**src/rtl/n_demux.sv**
```systemverilog
// n_demux: registered 1-to-5 demultiplexer for 16-bit words.
// One-entry buffer per destination; illegal selects are dropped and counted.
module n_demux (
    input  logic        clk,
    input  logic        reset,
    input  logic        io_in_valid,
    output logic        io_in_ready,
    input  logic [15:0] io_in_bits,
    input  logic [2:0]  io_in_sel,
    output logic [15:0] io_Ovect_0,
    output logic [15:0] io_Ovect_1,
    output logic [15:0] io_Ovect_2,
    output logic [15:0] io_Ovect_3,
    output logic [15:0] io_Ovect_4,
    output logic        io_Ovect_0_valid,
    output logic        io_Ovect_1_valid,
    output logic        io_Ovect_2_valid,
    output logic        io_Ovect_3_valid,
    output logic        io_Ovect_4_valid,
    input  logic        io_Ovect_0_ready,
    input  logic        io_Ovect_1_ready,
    input  logic        io_Ovect_2_ready,
    input  logic        io_Ovect_3_ready,
    input  logic        io_Ovect_4_ready,
    output logic [7:0]  io_drop_cnt,
    output logic        io_err
);

    typedef enum logic {
        EMPTY = 1'b0,
        FULL  = 1'b1
    } buf_state_e;

    buf_state_e  state_q [5];
    buf_state_e  state_d [5];
    logic [15:0] data_q  [5];
    logic [15:0] data_d  [5];
    logic [4:0]  oready;
    logic [4:0]  acc;
    logic        legal;
    logic        drop;
    logic [7:0]  cnt_q;
    logic [7:0]  cnt_d;
    logic        err_q;
    logic        err_d;

    assign oready = {io_Ovect_4_ready, io_Ovect_3_ready,
                     io_Ovect_2_ready, io_Ovect_1_ready,
                     io_Ovect_0_ready};

    // Input ready and per-destination accept strobes; illegal selects always drain.
    always_comb begin
        io_in_ready = 1'b1;
        legal       = 1'b0;
        acc         = '0;
        for (int k = 0; k < 5; k++) begin
            if (io_in_sel == 3'(k)) begin
                legal       = 1'b1;
                io_in_ready = (state_q[k] == EMPTY) || oready[k];
            end
        end
        for (int k = 0; k < 5; k++) begin
            acc[k] = io_in_valid && io_in_ready && (io_in_sel == 3'(k));
        end
        drop = io_in_valid && !legal;
    end

    // Per-buffer EMPTY/FULL next state; an accept while FULL refills in place.
    always_comb begin
        for (int k = 0; k < 5; k++) begin
            state_d[k] = state_q[k];
            data_d[k]  = data_q[k];
            case (state_q[k])
                EMPTY: begin
                    if (acc[k]) begin
                        state_d[k] = FULL;
                        data_d[k]  = io_in_bits;
                    end
                end
                FULL: begin
                    if (acc[k]) begin
                        data_d[k] = io_in_bits;
                    end else if (oready[k]) begin
                        state_d[k] = EMPTY;
                    end
                end
                default: state_d[k] = EMPTY;
            endcase
        end
    end

    // Saturating drop counter and sticky error flag.
    always_comb begin
        cnt_d = cnt_q;
        err_d = err_q;
        if (drop) begin
            err_d = 1'b1;
            if (cnt_q != 8'hFF) begin
                cnt_d = cnt_q + 8'd1;
            end
        end
    end

    // State registers; reset empties every buffer without waiting for a clock.
    always_ff @(posedge clk or negedge reset) begin
        if (!reset) begin
            for (int k = 0; k < 5; k++) begin
                state_q[k] <= EMPTY;
                data_q[k]  <= 16'h0000;
            end
            cnt_q <= 8'h00;
            err_q <= 1'b0;
        end else begin
            for (int k = 0; k < 5; k++) begin
                state_q[k] <= state_d[k];
                data_q[k]  <= data_d[k];
            end
            cnt_q <= cnt_d;
            err_q <= err_d;
        end
    end

    assign io_Ovect_0 = data_q[0];
    assign io_Ovect_1 = data_q[1];
    assign io_Ovect_2 = data_q[2];
    assign io_Ovect_3 = data_q[3];
    assign io_Ovect_4 = data_q[4];

    assign io_Ovect_0_valid = (state_q[0] == FULL);
    assign io_Ovect_1_valid = (state_q[1] == FULL);
    assign io_Ovect_2_valid = (state_q[2] == FULL);
    assign io_Ovect_3_valid = (state_q[3] == FULL);
    assign io_Ovect_4_valid = (state_q[4] == FULL);

    assign io_drop_cnt = cnt_q;
    assign io_err      = err_q;

endmodule

```
**config.mk**
```make
export PLATFORM = sky130hd
export DESIGN_NAME = n_demux
export DESIGN_NICKNAME = d
export VERILOG_FILES = /design/src/rtl/n_demux.sv
export SDC_FILE = /design/constraint.sdc
export NUM_CORES = 1
export LEC_CHECK = 0
export ABC_AREA = 1
export BUFFER_PORTS_ARGS = -buffer_cell sky130_fd_sc_hd__buf_4
export CAP_MARGIN = 40
export CORE_AREA = 2 2 100 102
export CTS_CLUSTER_SIZE = 16
export DETAILED_ROUTE_END_ITERATION = 10
export DIE_AREA = 0 0 102 104
export PLACE_DENSITY = 0.7
export REMOVE_ABC_BUFFERS = 1
export SLEW_MARGIN = 10
export SYNTH_ARGS = -nofsm -noshare
export SYNTH_HDL_FRONTEND = slang
export SYNTH_SLANG_ARGS = --single-unit
```
**constraint.sdc**
```tcl
create_clock -name clk -period 2.1 [get_ports clk]
set_input_delay 0 -clock clk [delete_from_list [all_inputs] [get_ports clk]]
set_output_delay 0 -clock clk [all_outputs]
set_load 0.01 [all_outputs]
```
==> qor.csv <==
metric;value;unit
status;finished, final reports clean;
r2r_setup_slack;0.42;ns
cts.clk_slew.worst_paths;0.10;ns
maxCapViolCount;0;
ys_warn_count;0;
power.total;5.07;mW
p_leak;2.93;nW
hold_buffers;22;
cp-startpoint;io_Ovect_2_valid;
worst_setup_path_start_kind;flop;
ctsResizeCount;0;
grt_max_degree;68;
crit_fanout;45;
cpMaxStageDelayCell;buf_4;
critPathKind;reg -> out;
ios;122;
reg2reg_from;io_Ovect_2_valid;
vdd_drop_max;596;µV
crit_chain;inv_1 > nor2_1 > nand3_1 > nand3_2 > o21bai_4 > buf_4 > buf_4;
rsz0062_at_grt;false;
worst_setup_path_end_kind;output pin;
p_per_area;910;nW/µm²
routedWlPerCell;16.4;µm
ant_nets;0;
clock_latency;0.35;ns
grt_overflow;0;
dieArea;10600;µm²
avgSynthCellArea;9.35;µm²
yosys.area.top_type_share;55.8;%
num_vias;3776;
ys_ff_latch;94;
htree_levels;3;
slowest_delay;0.41;ns
initial_utilization;44.2;%
die_x;102;µm
fin_nets;611;
fillers;874;
fin_worst_skew;0.0128;ns
core-area;9550;µm²
arrival;1.91;ns
ys_top_cells_by_area;dfrtp_1 56%, nand2_1 15%, nand4_1 12%;
fmax;523;MHz
cts_buffer_depth;2;
netlist_area;4220;µm²
final-setup-viol-count;0;
syn_to_final_growth;32.1;%
cts_buffers;9;
finalHoldViolations;0;
final_design_area_no_fill;5570;µm²
root_buffer;clkbuf_8;
drt_iter0_drc;167;
post_route_cells_drive_above_1_share;28.4;%
relSlewSlack;53.7;%
synth_cell_types;29;
worstHoldStart;io_in_valid;
numPortBuffers;121;
grt_pass1_vias;3754;
hold_class;in -> reg;
postCtsSetupBuffers;0;
yosysTopAreaCell;dfrtp_1;
num_rows;36;
syn_inst;451;
cts_tree;yes;
drtPass1Iterations;4;
routed_wl;11.9;mm
reg2regPathDepth;8;
required;2.10;ns
placed_area;5170;µm²
multi_input_area;1580;µm²
max_slew.worst_pin.slew;0.694;ns
rr_endpoint;io_Ovect_3[9];
fin_crit_sh;91.1;%
finalCriticalPeriod;1.91;ns
clock_sinks;94;
grt_first_pass_wirelength;19.0;mm
worstHoldPathCells;3;
synthArstFlopShare;100;%
route.detailed.drc;0;
worstHoldEndpoint;io_Ovect_2[5];
dp_hpwl;7.45;mm
drv_slew;0;
cp_common_cell;buf_4;
track_usage;22.8;%
seqCellArea;2350;µm²
die_h;104;µm
viasPerCell;5.24;
final_core_util;58.3;%
synth-main-ff-cell;dfrtp_1;
gp_congestion;0.844;
ys_seq_area_share;55.8;%
diodes;0;
grt_antenna_before_repair;0;
synth-edff-count;0;
-- state kept, by name, indices dropped and copies added, names as in the netlist --
signal / cells
io_Ovect_0: 16
io_Ovect_0_valid: 1
io_Ovect_1: 16
io_Ovect_1_valid: 1
io_Ovect_2: 16
io_Ovect_2_valid: 1
io_Ovect_3: 16
io_Ovect_3_valid: 1
io_Ovect_4: 16
io_Ovect_4_valid: 1
io_drop_cnt: 8
io_err: 1
-- layout by cell type, fill, tap and decap left out --
cell,count
inv_6,2
nand3_1,4
nor2_4,1
nand2_4,1
o21ai_1,2
nand2_1,173
nand4_4,5
nor2_8,1
or2_2,1
clkbuf_1,1
xor2_1,6
clkinvlp_4,1
buf_12,1
nor2_2,1
clkinv_4,2
clkinv_1,1
nand3_2,2
inv_8,1
clkbuf_8,9
o21ai_0,8
inv_2,4
dlygate4sd3_1,22
nor3_2,2
dfrtp_1,94
ha_1,1
buf_4,130
inv_1,14
nor3_1,1
o21bai_4,1
nor2_1,12
nand2_2,2
nand4_1,81
xnor2_1,1
-- stage by stage --
step / cells / worst slack [ns] / hold slack, ns / setup TNS, ns
4_1_cts: 721 / 0.199 / 0.0407 / 0
5_1_grt: 721 / 0.0680 / 0.0613 / 0
3_5_place_dp: 683 / 0.445 / -0.0163 / 0
2_1_floorplan: 419 / -1.78 / -0.296 / -143.80
6_report: 721 / 0.188 / 0.0565 / 0
3_3_place_gp: 683 / 0.521 / -0.0137 / 0
-- kinds of logic after synthesis --
logic type	Yosys count	synth area share (%)
simple gates	287	34.2
flops	94	55.8
buf+inv	51	6.94
compound gates	11	1.37
xor+xnor	7	1.45
fa+ha+maj	1	0.297
-- worst max-delay path, delay by kind of cell, from the launching register on --
kind / cells / cell delay [ns]
buffers and inverters: 3 / 0.69
flip-flops: 1 / 0.40
AND/OR/NAND/NOR: 3 / 0.28
AO/OA/AOI/OAI: 1 / 0.17
-- report_power, final --
group,internal [mW],switching [mW],leakage [nW],total [mW]
registers,2.18,0.272,1.19,2.46
clock network,0.453,0.671,0.0894,1.12
logic,0.730,0.759,1.66,1.49
total,3.37,1.70,2.93,5.07
-- worst max-delay path by stage --
stage | endpoint | slack, ns | cells after the start
finish | io_in_ready | 0.19 | 7
global route | io_in_ready | 0.07 | 7
CTS | io_in_ready | 0.20 | 7
detailed placement | io_Ovect_3[9] | 0.45 | 8
global placement | io_Ovect_2[1] | 0.52 | 8
floorplan | io_Ovect_0[0] | -1.78 | 7
-- cells in the mapped netlist (4+ instances only) --
cell / n
nand2_1: 173
dfrtp_1: 94
nand4_1: 81
inv_1: 14
nor2_1: 12
buf_6: 10
clkbuf_1: 8
o21ai_0: 8
buf_2: 6
xor2_1: 6
buf_4: 5
nand4_4: 5
inv_2: 4
nand3_1: 4
-- routing by layer --
layer	part of all wire [%]	track usage (%)
met4	3.2	11.7
met5	0	0
met2	48	35.5
met3	6.6	3.97
met1	42	30.4
-- final cells by class --
type                    count  area share, %
clock buffers              10           2.29
clock inverters             6          0.966
inverters                  19           1.28
multi-input cells         306           28.4
flip-flops and latches     94           42.2
well taps                 133           2.99
repair buffers            153           21.8
Power figures use the tool's default switching activity.
